==> config.mk <==
export PLATFORM = sky130hd
export DESIGN_NAME = audio_src_arbiter_flat
export DESIGN_NICKNAME = d
export VERILOG_FILES = /design/src/rtl/audio_src_arbiter_if.sv /design/src/rtl/audio_src_arbiter.sv /design/src/flat_wrapper.sv
export SDC_FILE = /design/constraint.sdc
export NUM_CORES = 1
export LEC_CHECK = 0
export CAP_MARGIN = 20
export CORE_UTILIZATION = 47
export CTS_BUF_LIST = sky130_fd_sc_hd__clkbuf_8
export CTS_CLUSTER_SIZE = 16
export DETAILED_ROUTE_END_ITERATION = 6
export GPL_TIMING_DRIVEN = 1
export PLACE_DENSITY = 0.81
export SLEW_MARGIN = 25
export SYNTH_ARGS = -nofsm -noshare
export SYNTH_HDL_FRONTEND = slang
export SYNTH_SLANG_ARGS = --single-unit
==> constraint.sdc <==
create_clock -name clk -period 3.9 [get_ports clk]
set_input_delay 0.78 -clock clk [delete_from_list [all_inputs] [get_ports clk]]
set_output_delay 0.78 -clock clk [all_outputs]
set_load 0.02 [all_outputs]
==> src/rtl/audio_src_arbiter_if.sv <==
// audio_src_arbiter_if: source/sink handshake bundle for audio_src_arbiter
//   master: arbiter side (drives readys, sink register, grant status)
//   slave : environment side (sources, enables, sink back-pressure)
interface audio_src_arbiter_if #(parameter int WIDTH = 24);
  logic [1:0]         src_enable;
  logic [2*WIDTH-1:0] src0_data;
  logic               src0_valid;
  logic               src0_ready;
  logic [2*WIDTH-1:0] src1_data;
  logic               src1_valid;
  logic               src1_ready;
  logic [2*WIDTH-1:0] sink_data;
  logic               sink_valid;
  logic               sink_full;
  logic               grant_valid;
  logic               active_src;
  logic               burst_done;
  logic [15:0]        timeout_count;
  modport master (
    input  src_enable, src0_data, src0_valid, src1_data, src1_valid, sink_full,
    output src0_ready, src1_ready, sink_data, sink_valid, grant_valid, active_src,
           burst_done, timeout_count
  );
  modport slave (
    output src_enable, src0_data, src0_valid, src1_data, src1_valid, sink_full,
    input  src0_ready, src1_ready, sink_data, sink_valid, grant_valid, active_src,
           burst_done, timeout_count
  );
endinterface

==> src/rtl/audio_src_arbiter.sv <==
// audio_src_arbiter: round-robin burst arbiter sharing one stereo sink between two sources
//   clk, reset (async, active-high); bus (audio_src_arbiter_if.master):
//   src_enable, srcN_data/valid/ready, sink_data/valid/full, grant_valid,
//   active_src, burst_done, timeout_count.
//   Define AUDIO_ARB_SILENCE_FILL_EN to stream zero samples while IDLE.
module audio_src_arbiter #(
  parameter int WIDTH        = 24,
  parameter int BURST_LEN    = 64,
  parameter int IDLE_TIMEOUT = 16
) (
  input logic clk,
  input logic reset,
  audio_src_arbiter_if.master bus
);
`ifdef AUDIO_ARB_SILENCE_FILL_EN
  localparam bit FILL = 1'b1;
`else
  localparam bit FILL = 1'b0;
`endif
  typedef enum logic [1:0] {IDLE, GRANT0, GRANT1} state_t;
  state_t state, state_nx;
  logic last, cur, cur_valid, cur_en, can_load, stall, xfer, burst_end, timeout, grant_end, fill;
  logic [2*WIDTH-1:0] cur_data;
  logic [15:0] burst_cnt, idle_cnt;
  assign cur = state == GRANT1;
  assign can_load = !bus.sink_valid || !bus.sink_full;
  assign stall = bus.sink_valid && bus.sink_full;
  assign bus.src0_ready = state == GRANT0 && bus.src_enable[0] && can_load;
  assign bus.src1_ready = state == GRANT1 && bus.src_enable[1] && can_load;
  assign bus.grant_valid = state != IDLE;
  assign cur_valid = cur ? bus.src1_valid : bus.src0_valid;
  assign cur_data = cur ? bus.src1_data : bus.src0_data;
  assign cur_en = bus.src_enable[cur];
  assign xfer = (bus.src0_valid && bus.src0_ready) || (bus.src1_valid && bus.src1_ready);
  assign burst_end = xfer && burst_cnt == 16'(BURST_LEN - 1);
  // idle cycles only count while the sink is not holding us back
  assign timeout = state != IDLE && !cur_valid && !stall && idle_cnt == 16'(IDLE_TIMEOUT - 1);
  assign grant_end = state != IDLE && (burst_end || timeout || !cur_en);
  assign fill = FILL && state == IDLE && can_load;
  always_comb begin
    state_nx = state;
    if (state == IDLE)
      state_nx = bus.src_enable == 2'b11 ? (last ? GRANT0 : GRANT1) :
                 bus.src_enable[0] ? GRANT0 : bus.src_enable[1] ? GRANT1 : IDLE;
    else if (grant_end)
      state_nx = bus.src_enable[~cur] ? (cur ? GRANT0 : GRANT1) : cur_en ? state : IDLE;
  end
  always_ff @(posedge clk or posedge reset) begin
    if (reset) begin
      state <= IDLE;
      last <= 1'b1;
      bus.active_src <= 1'b0;
      burst_cnt <= '0;
      idle_cnt <= '0;
      bus.sink_data <= '0;
      bus.sink_valid <= 1'b0;
      bus.burst_done <= 1'b0;
      bus.timeout_count <= '0;
    end else begin
      state <= state_nx;
      if (state_nx != IDLE) bus.active_src <= state_nx == GRANT1;
      if (grant_end) last <= cur;
      bus.burst_done <= burst_end;
      if (timeout && bus.timeout_count != 16'hFFFF) bus.timeout_count <= bus.timeout_count + 16'd1;
      burst_cnt <= state == IDLE || grant_end ? '0 : xfer ? burst_cnt + 16'd1 : burst_cnt;
      idle_cnt <= state == IDLE || grant_end || xfer ? '0 :
                  !cur_valid && !stall ? idle_cnt + 16'd1 : idle_cnt;
      // a source load always wins; otherwise a drained register goes empty
      if (xfer || fill) begin
        bus.sink_data <= xfer ? cur_data : '0;
        bus.sink_valid <= 1'b1;
      end else if (!bus.sink_full) bus.sink_valid <= 1'b0;
    end
  end
endmodule

==> src/flat_wrapper.sv <==
// flat-port wrapper written by rule: the top's interface ports become plain ports
module audio_src_arbiter_flat 
#(
  parameter int WIDTH        = 24,
  parameter int BURST_LEN    = 64,
  parameter int IDLE_TIMEOUT = 16
)
  (clk, reset, bus_src_enable, bus_src0_data, bus_src0_valid, bus_src1_data, bus_src1_valid, bus_sink_full, bus_src0_ready, bus_src1_ready, bus_sink_data, bus_sink_valid, bus_grant_valid, bus_active_src, bus_burst_done, bus_timeout_count);
  audio_src_arbiter_if #(.WIDTH(WIDTH)) bus_i ();
  input logic clk;
  input logic reset;
  input wire logic [$bits(bus_i.src_enable)-1:0] bus_src_enable;
  input wire logic [$bits(bus_i.src0_data)-1:0] bus_src0_data;
  input wire logic [$bits(bus_i.src0_valid)-1:0] bus_src0_valid;
  input wire logic [$bits(bus_i.src1_data)-1:0] bus_src1_data;
  input wire logic [$bits(bus_i.src1_valid)-1:0] bus_src1_valid;
  input wire logic [$bits(bus_i.sink_full)-1:0] bus_sink_full;
  output wire logic [$bits(bus_i.src0_ready)-1:0] bus_src0_ready;
  output wire logic [$bits(bus_i.src1_ready)-1:0] bus_src1_ready;
  output wire logic [$bits(bus_i.sink_data)-1:0] bus_sink_data;
  output wire logic [$bits(bus_i.sink_valid)-1:0] bus_sink_valid;
  output wire logic [$bits(bus_i.grant_valid)-1:0] bus_grant_valid;
  output wire logic [$bits(bus_i.active_src)-1:0] bus_active_src;
  output wire logic [$bits(bus_i.burst_done)-1:0] bus_burst_done;
  output wire logic [$bits(bus_i.timeout_count)-1:0] bus_timeout_count;
  assign bus_i.src_enable = bus_src_enable;
  assign bus_i.src0_data = bus_src0_data;
  assign bus_i.src0_valid = bus_src0_valid;
  assign bus_i.src1_data = bus_src1_data;
  assign bus_i.src1_valid = bus_src1_valid;
  assign bus_i.sink_full = bus_sink_full;
  assign bus_src0_ready = bus_i.src0_ready;
  assign bus_src1_ready = bus_i.src1_ready;
  assign bus_sink_data = bus_i.sink_data;
  assign bus_sink_valid = bus_i.sink_valid;
  assign bus_grant_valid = bus_i.grant_valid;
  assign bus_active_src = bus_i.active_src;
  assign bus_burst_done = bus_i.burst_done;
  assign bus_timeout_count = bus_i.timeout_count;
  audio_src_arbiter #(.WIDTH(WIDTH), .BURST_LEN(BURST_LEN), .IDLE_TIMEOUT(IDLE_TIMEOUT)) u_core (.clk(clk), .reset(reset), .bus(bus_i));
endmodule
# --- Word-level counts from Yosys, hierarchy flattened ---
# Cells that the tools add are included.
op_classes:
  addsub: 3
  magnitude_cmp: 2
  eq_ne: 8
  n_mux: 21
  n_bitwise: 1
  reduce_logical: 30
op_table:
  columns: ["operator", "n"]
  rows:
  - ["two-way mux 16 bit", 4]
  - ["adder 16 x 1 -> 16 bit, second input constant", 3]
  - ["two-way mux 48 bit", 1]
  - ["two-way mux 2 bit", 9]
  - ["== test 16 x 4 -> 1 bit, second input constant", 1]
  - ["== test 16 x 6 -> 1 bit, second input constant", 1]
  - ["inequality test 16 bit, second input constant", 1]
  - ["logical AND 1 bit", 14]
  - ["nonzero test 2 bit", 4]
  - ["two-way mux 1 bit", 7]
  - ["== test 2 bit, second input constant", 3]
  - ["logical OR 1 bit", 6]
  - ["zero test 1 bit", 5]
  - ["less-than comparator 1 x 2 -> 1 bit, second input constant", 2]
  - ["== test 2 x 1 -> 1 bit, second input constant", 1]
  - ["zero test 2 bit", 1]
  - ["inequality test 2 x 1 -> 1 bit, second input constant", 1]
  - ["NOT 1 bit", 1]
word_totals:
  register_bits: 102
  in_bits: 103
  output_inout_bits: 70
  word_cells: 74

# --- Logic depth before layout (Yosys ltp) ---
# Gate-level depths: netlist (run 1).
logic_depth:
  word_depth: 12
  mapped_depth: 9
  mapped_depth_nobuf: 7

# --- Worst setup path before layout (run 1) ---
# Ideal clock, no wire load.
synth_path:
  kind: "input to register"
  start: "in bus_sink_full"
  end: "reg u_core.bus.timeout_count[1] (netlist bit)"
  setup_ns: 0.125
  t_arrival_ns: 2.385
  required_ns: 3.775
  setup_slack_ns: 1.390
  cell_stages: 6
  cell_sequence: "and2_1 -> clkbuf_1 -> a2111oi_4 -> nand3_1 -> a41oi_2 -> mux2_2"
synth_via:
  elab_chain_len: 5
synth_rtl:
  columns: ["item", "line", "rtl"]
  rows:
  - ["start, declared", "flat_wrapper.sv:17", "input wire logic [$bits(bus_i.sink_full)-1:0] bus_sink_full;"]
  - ["logical AND 1 bit", "audio_src_arbiter.sv:27", "assign stall = bus.sink_valid && bus.sink_full;"]
  - ["zero test 1 bit", "audio_src_arbiter.sv:37", "assign timeout = state != IDLE && !cur_valid && !stall && idle_cnt == 16'(IDLE_TIMEOUT - 1);"]
  - ["logical AND 1 bit (2 in series)", "audio_src_arbiter.sv:37", null]
  - ["logical AND 1 bit", "audio_src_arbiter.sv:64", "if (timeout && bus.timeout_count != 16'hFFFF) bus.timeout_count <= bus.timeout_count + 16'd1;"]
  - ["end signal, assigned", "audio_src_arbiter.sv:64", null]
  - ["end, declared", "audio_src_arbiter_if.sv:22", "burst_done, timeout_count"]
# No other way between the ends.
# A chain may end at the register's enable or synchronous reset.

# --- Worst setup path after layout (run 1) ---
layout_path:
  start: "in bus_src_enable[1]"
  end: "out bus_src1_ready"
layout_via:
  elab_chain_len: 2
layout_rtl:
  columns: ["item", "line", "rtl"]
  rows:
  - ["start, declared", "flat_wrapper.sv:12", "input wire logic [$bits(bus_i.src_enable)-1:0] bus_src_enable;"]
  - ["logical AND 1 bit (2 in series)", "audio_src_arbiter.sv:29", "assign bus.src1_ready = state == GRANT1 && bus.src_enable[1] && can_load;"]
  - ["end, declared", "flat_wrapper.sv:19", "output wire logic [$bits(bus_i.src1_ready)-1:0] bus_src1_ready;"]
# No other way between the ends.

==> results of run 1 <==
[placed cells by master, fill, tap and decap left out, drive strengths merged, types with 5 or more instances in the layout]
cell type and instances:
nand2 121, nor2 85, xnor2 22, xor2 18
and4 5, inv 10, nor3 5, nand3 10
clkdlybuf4s50 172, dfrtp 101, a31oi 48, and3 11
clkbuf 9, o21ai 9, a21oi 8, buf 5
nand4 18, nor4 13, or3 7
[routing by layer]
layer / routed length (µm) / share of wire
met1: 5423 / 0.44
met2: 5883 / 0.48
met3: 812 / 0.066
met4: 231 / 0.019
met5: 0 / 0
[flip-flops by register name, indices dropped and copies added (netlist names)]
name                      cells
u_core.burst_cnt             16
u_core.bus.active_src         1
u_core.bus.burst_done         1
u_core.bus.sink_data         48
u_core.bus.sink_valid         1
u_core.bus.timeout_count     16
u_core.idle_cnt              16
u_core.last                   1
u_core.state                  2
[critical path, cell delays in order]
cell             delay, ns
clkdlybuf4s50_1       0.58
nand3b_1              0.19
nor2_1                0.13
clkdlybuf4s50_1       0.61
[power by group]
part           leakage [nW]  internal [mW]  total, mW  switching (mW)
sequential             1.28           1.34       1.53           0.184
clock                0.0916          0.235      0.613           0.378
combinational          1.51          0.849       1.88            1.03
total                  2.88           2.43       4.02            1.59
[cells by family (layout without fill, tap and decap cells)]
group,after synthesis,count (layout),synth area share
compound gates,76,76,0.1035
xor+xnor,40,40,0.07119
fa+ha+maj,3,3,0.007629
buf+inv,35,199,0.03000
flops,102,102,0.5189
mux,2,2,0.004322
simple gates,289,289,0.2644
[final cells by class]
type	count	area share
flip-flops and latches	102	0.3683
multi-input cells	410	0.3220
repair buffers	177	0.2574
well taps	133	0.02400
clock buffers	9	0.01787
clock inverters	7	0.006858
inverters	6	0.003609
[per-stage QoR]
stage	power, mW	cell area (µm²)	setup WS, ns
6_report	4.017	6933	0.8317
3_3_place_gp	3.388	6761	0.7794
2_1_floorplan	2.580	4921	0.4462
3_5_place_dp	3.434	6761	0.6773
4_1_cts	4.051	6933	0.8215
5_1_grt	4.273	6933	0.7246
[worst paths after layout]
path	from	end	slack [ns]	depth (start not counted)
worst max register to register	u_core.state[0]	u_core.bus.timeout_count[6]	1.25	6
worst min-delay path	u_core.bus.timeout_count[15]	u_core.bus.timeout_count[15]	0.50	1
worst min register to register	u_core.bus.timeout_count[15]	u_core.bus.timeout_count[15]	0.50	1
min in group asynchronous	reset	u_core.burst_cnt[14]	0.83	2
worst max-delay path	bus_src_enable[1]	bus_src1_ready	0.83	4
max in group asynchronous	reset	u_core.idle_cnt[12]	2.36	3
==> run_results.csv, run 1 <==
group,metric,value,unit
place,gp_congestion,0.7930,
critical_path,cp-end-kind,"primary output",
yosys,yosysUniqueCellTypes,42,
routing,viasPerCell,5.355,
sta,tightest_slew,0.7615,ns
global_route,grt_busiest_layer,"met2",
floorplan,core,0.009955,mm²
clock_tree,cts_tree,"done",
yosys,synth-edff-count,0,
cells_and_area,diodes,0,
routing,finalWirelength,12350,µm
flow_run,max_cap_viol_count,0,
global_route,overflow,0,
yosys,yosysTopAreaCell,"dfrtp_1",
clock_tree,clock-sinks,102,
floorplan,start_util,0.4943,
yosys,synth_seq_cells,102,
clock_tree,cts_root_buffer,"clkbuf_8",
power_and_ir_drop,power_density,579.4,mW/mm²
routing,num_vias,4520,
place,detailed_place_hpwl,8654,µm
routing,drc,0,
global_route,grt_max_degree,65,
sta,period_minus_slack,3.068,ns
sta,setup_viol,0,
floorplan,ioPinCount,173,
floorplan,die_h,104.3,µm
power_and_ir_drop,peakVddDrop,356.2,µV
cells_and_area,fillerInstances,770,
yosys,synthTopCellsByCount,"121 x nand2_1, 101 x dfrtp_1, 85 x nor2_1",
global_route,grt_use_met3,0.05013,
global_route,grtUsageMet2,0.3988,
cells_and_area,regArea,0.002554,mm²
yosys,async_flop_share,1.000,
cells_and_area,multi_input_area,0.002232,mm²
floorplan,rows,36,
yosys,syn_nets,653,
sta,final_max_slew_viol_count,0,
clock_tree,cts_setup_buffers,0,
yosys,avgSynthCellArea,8.996,µm²
critical_path,crit_path_start_kind,"input pin",
clock_tree,holdBufCountCts,0,
cells_and_area,instances_no_fill,844,
routing,wl_per_cell,14.63,µm
sta,rsz0062_at_grt,"no",
yosys,synthCells,547,
place,dp.cells,828,
yosys,syn_area,0.004921,mm²
sta,final-hold-violation-count,0,
global_route,grt_use_total,0.2383,
global_route,grt_antenna_before_repair,0,
sta,finalClockSkew,0.01746,ns
cells_and_area,layout-drive-gt1-share,0.04219,
critical_path,critPathMaxFanout,6,
cells_and_area,fin_nets,812,
yosys,ys_top_cells_by_area,"dfrtp_1 51%, nand2_1 9.2%, nor2_1 6.5%",
yosys,yosysSeqAreaShare,0.5189,
clock_tree,cts_buffer_depth,2,
place,place.port_buffers,172,
clock_tree,cts_buffers,9,
sta,hold_slack,0.4971,ns
global_route,grt_pass1_wl,21100,µm
min_path,hp-class,"reg2reg",
sta,finalSetupTns,0,ns
routing,drtIter0Drc,239,
routing,detail_route.first_pass.iterations,5,
critical_path,arrival,2.29,ns
global_route,grt_pass1_vias,4467,
run_status,outcome,"finished, final reports clean",
floorplan,die_area,0.01088,mm²
clock_tree,htree_levels,3,
critical_path,crit_required,3.12,ns
yosys,yosysMostFrequentCell,"nand2_1",
critical_path,path_class,"in2out",
clock_tree,cts-resized-gates,0,
sta,slew_headroom,0.4905,
floorplan,fp.dieW,104.3,µm
power_and_ir_drop,cellLeakagePower,2.884,nW
clock_tree,worstSkewPairLatency,0.37,ns
yosys,synth_top_area_frac,0.5136,
yosys,yosys_warnings,0,
clock_tree,clk_pin_slew,0.11,ns
sta,period_share,0.7868,
cells_and_area,final_util,0.6965,
sta,fmax,325.9,MHz
yosys,synth_flop_cell,"dfrtp_1",
routing,ant_nets,0,
cells_and_area,areaGrowthSynthToFinish,40.88,%
global_route,grtUsageMet1,0.3047,
No activity file was read; power rests on OpenSTA's default activity.
==> run 2: changes to the inputs <==
- clock period: 3.9 -> 3.1 ns (I/O delays scaled with it)
==> run_results.csv, run 2 (same netlist as run 1, synthesis figures left out) <==
group,metric,value,unit
critical_path,path_class,"in2out",
clock_tree,cts_root_buffer,"clkbuf_8",
clock_tree,holdBufCountCts,0,
routing,drc,0,
global_route,grt_max_degree,53,
global_route,grt_pass1_wl,21190,µm
critical_path,slowest_delay,0.63,ns
sta,fmax,359.9,MHz
sta,final_max_slew_viol_count,0,
critical_path,cp_common_cell,"clkdlybuf4s50_1",
sta,setup_viol,0,
critical_path,path_cells,"clkdlybuf4s50_1 > nand2_1 > nor3_1 > clkdlybuf4s50_1",
power_and_ir_drop,p_total,5.212,mW
clock_tree,cts_buffers,9,
floorplan,fp.dieW,104.3,µm
floorplan,core,0.009955,mm²
routing,ant_nets,0,
sta,rsz0062_at_grt,"no",
critical_path,crit_path_start_kind,"input pin",
clock_tree,htree_levels,3,
routing,drtIter0Drc,189,
global_route,grt_antenna_before_repair,0,
cells_and_area,largest-register,"u_core.bus.sink_data",
floorplan,ioPinCount,173,
place,detailed_place_hpwl,9111,µm
place,gp_congestion,0.8612,
routing,detail_route.first_pass.iterations,5,
clock_tree,clock-sinks,102,
cells_and_area,areaGrowthSynthToFinish,42.54,%
min_path,hp-class,"reg2reg",
power_and_ir_drop,power_density,743.1,mW/mm²
floorplan,rows,36,
critical_path,arrival,2.16,ns
cells_and_area,diodes,0,
cells_and_area,instances_no_fill,849,
power_and_ir_drop,peakVddDrop,436.8,µV
cells_and_area,fillerInstances,764,
cells_and_area,layout-drive-gt1-share,0.05028,
routing,wl_per_cell,14.84,µm
sta,slew_headroom,0.4852,
power_and_ir_drop,cellLeakagePower,2.923,nW
clock_tree,cts-resized-gates,0,
cells_and_area,regArea,0.002554,mm²
place,dp.cells,833,
sta,finalSetupTns,0,ns
floorplan,start_util,0.4943,
clock_tree,cts_setup_buffers,0,
critical_path,crit_required,2.48,ns
clock_tree,clk_pin_slew,0.11,ns
critical_path,crit_slowest_cell,"clkdlybuf4s50_1",
flow_run,max_cap_viol_count,0,
critical_path,path_buf_inv,2,
floorplan,die_h,104.3,µm
routing,finalWirelength,12600,µm
cells_and_area,final_util,0.7046,
cells_and_area,largest_register_ffs,48,
clock_tree,cts_buffer_depth,2,
cells_and_area,mostFrequentLayoutCells,"172 x clkdlybuf4s50_1, 121 x nand2_1, 101 x dfrtp_1",
cells_and_area,layout_commonest_cell,"clkdlybuf4s50_1",
cells_and_area,fin_nets,817,
global_route,overflow,0,
global_route,grt_pass1_vias,4527,
routing,num_vias,4589,
global_route,grt_use_total,0.2419,
clock_tree,cts_tree,"done",
run_status,outcome,"finished, final reports clean",
critical_path,critPathTopFamily,"buffers and inverters",
sta,period_share,0.8964,
critical_path,critPathMaxFanout,5,
sta,final-hold-violation-count,0,
critical_path,cp-end-kind,"primary output",
sta,finalClockSkew,0.01792,ns
sta,tightest_slew,0.7694,ns
cells_and_area,multi_input_area,0.002232,mm²
floorplan,die_area,0.01088,mm²
routing,viasPerCell,5.405,
place,place.port_buffers,172,
sta,period_minus_slack,2.779,ns
clock_tree,worstSkewPairLatency,0.38,ns
==> run 2: cell types whose count changed in the layout (fill, tap and decap cells not counted) <==
cell / previous run / this run
buf_4: 3 / 8
clkinv_2: 2 / 0
clkinv_4: 0 / 2
bufinv_16: 0 / 1
clkbuf_8: 9 / 10
inv_1: 6 / 5
inv_4: 1 / 0
inv_6: 3 / 2
inv_8: 0 / 1
==> run 2: per-layer routing <==
layer | vias up | track usage | share of wire
li1 | 2212 | - | -
met1 | 2184 | 0.3032 | 0.42
met2 | 173 | 0.4134 | 0.50
met3 | 20 | 0.04762 | 0.072
met4 | 0 | 0.08776 | 0.016
met5 | - | 0 | 0
==> run 2: worst paths after layout <==
path | start | to | slack (ns) | cells past startpoint
setup / recovery | bus_src_enable[0] | bus_src0_ready | 0.32 | 4
hold / removal | u_core.bus.timeout_count[11] | u_core.bus.timeout_count[11] | 0.49 | 1
setup reg to reg | u_core.state[0] | u_core.idle_cnt[9] | 0.62 | 6
hold reg to reg | u_core.bus.timeout_count[11] | u_core.bus.timeout_count[11] | 0.49 | 1
max in group asynchronous | reset | u_core.bus.sink_data[32] | 1.71 | 3
min in group asynchronous | reset | u_core.bus.timeout_count[9] | 0.65 | 2
==> run 2: power breakdown <==
group / total [mW] / leakage (nW) / switching [mW] / internal (mW)
registers: 1.91 / 1.28 / 0.224 / 1.69
logic: 2.40 / 1.53 / 1.32 / 1.08
clock network: 0.895 / 0.109 / 0.485 / 0.410
==> run 2: area by class of cell <==
cell class / count / area share
inverters: 6 / 0.003746
clock buffers: 10 / 0.01962
repair buffers: 182 / 0.2597
multi-input cells: 410 / 0.3182
clock inverters: 6 / 0.01088
flip-flops and latches: 102 / 0.3641
well taps: 133 / 0.02372
==> run 2: stage by stage <==
step | hold WS, ns | cell area (µm²) | setup WS [ns]
after floorplan | 0.5021 | 4925 | 0.7498
after global placement | 0.4787 | 6800 | 0.2753
after detailed placement | 0.4819 | 6800 | 0.1655
after CTS | 0.4987 | 7014 | 0.3265
after global routing | 0.5163 | 7014 | 0.2598
final | 0.4917 | 7014 | 0.3212
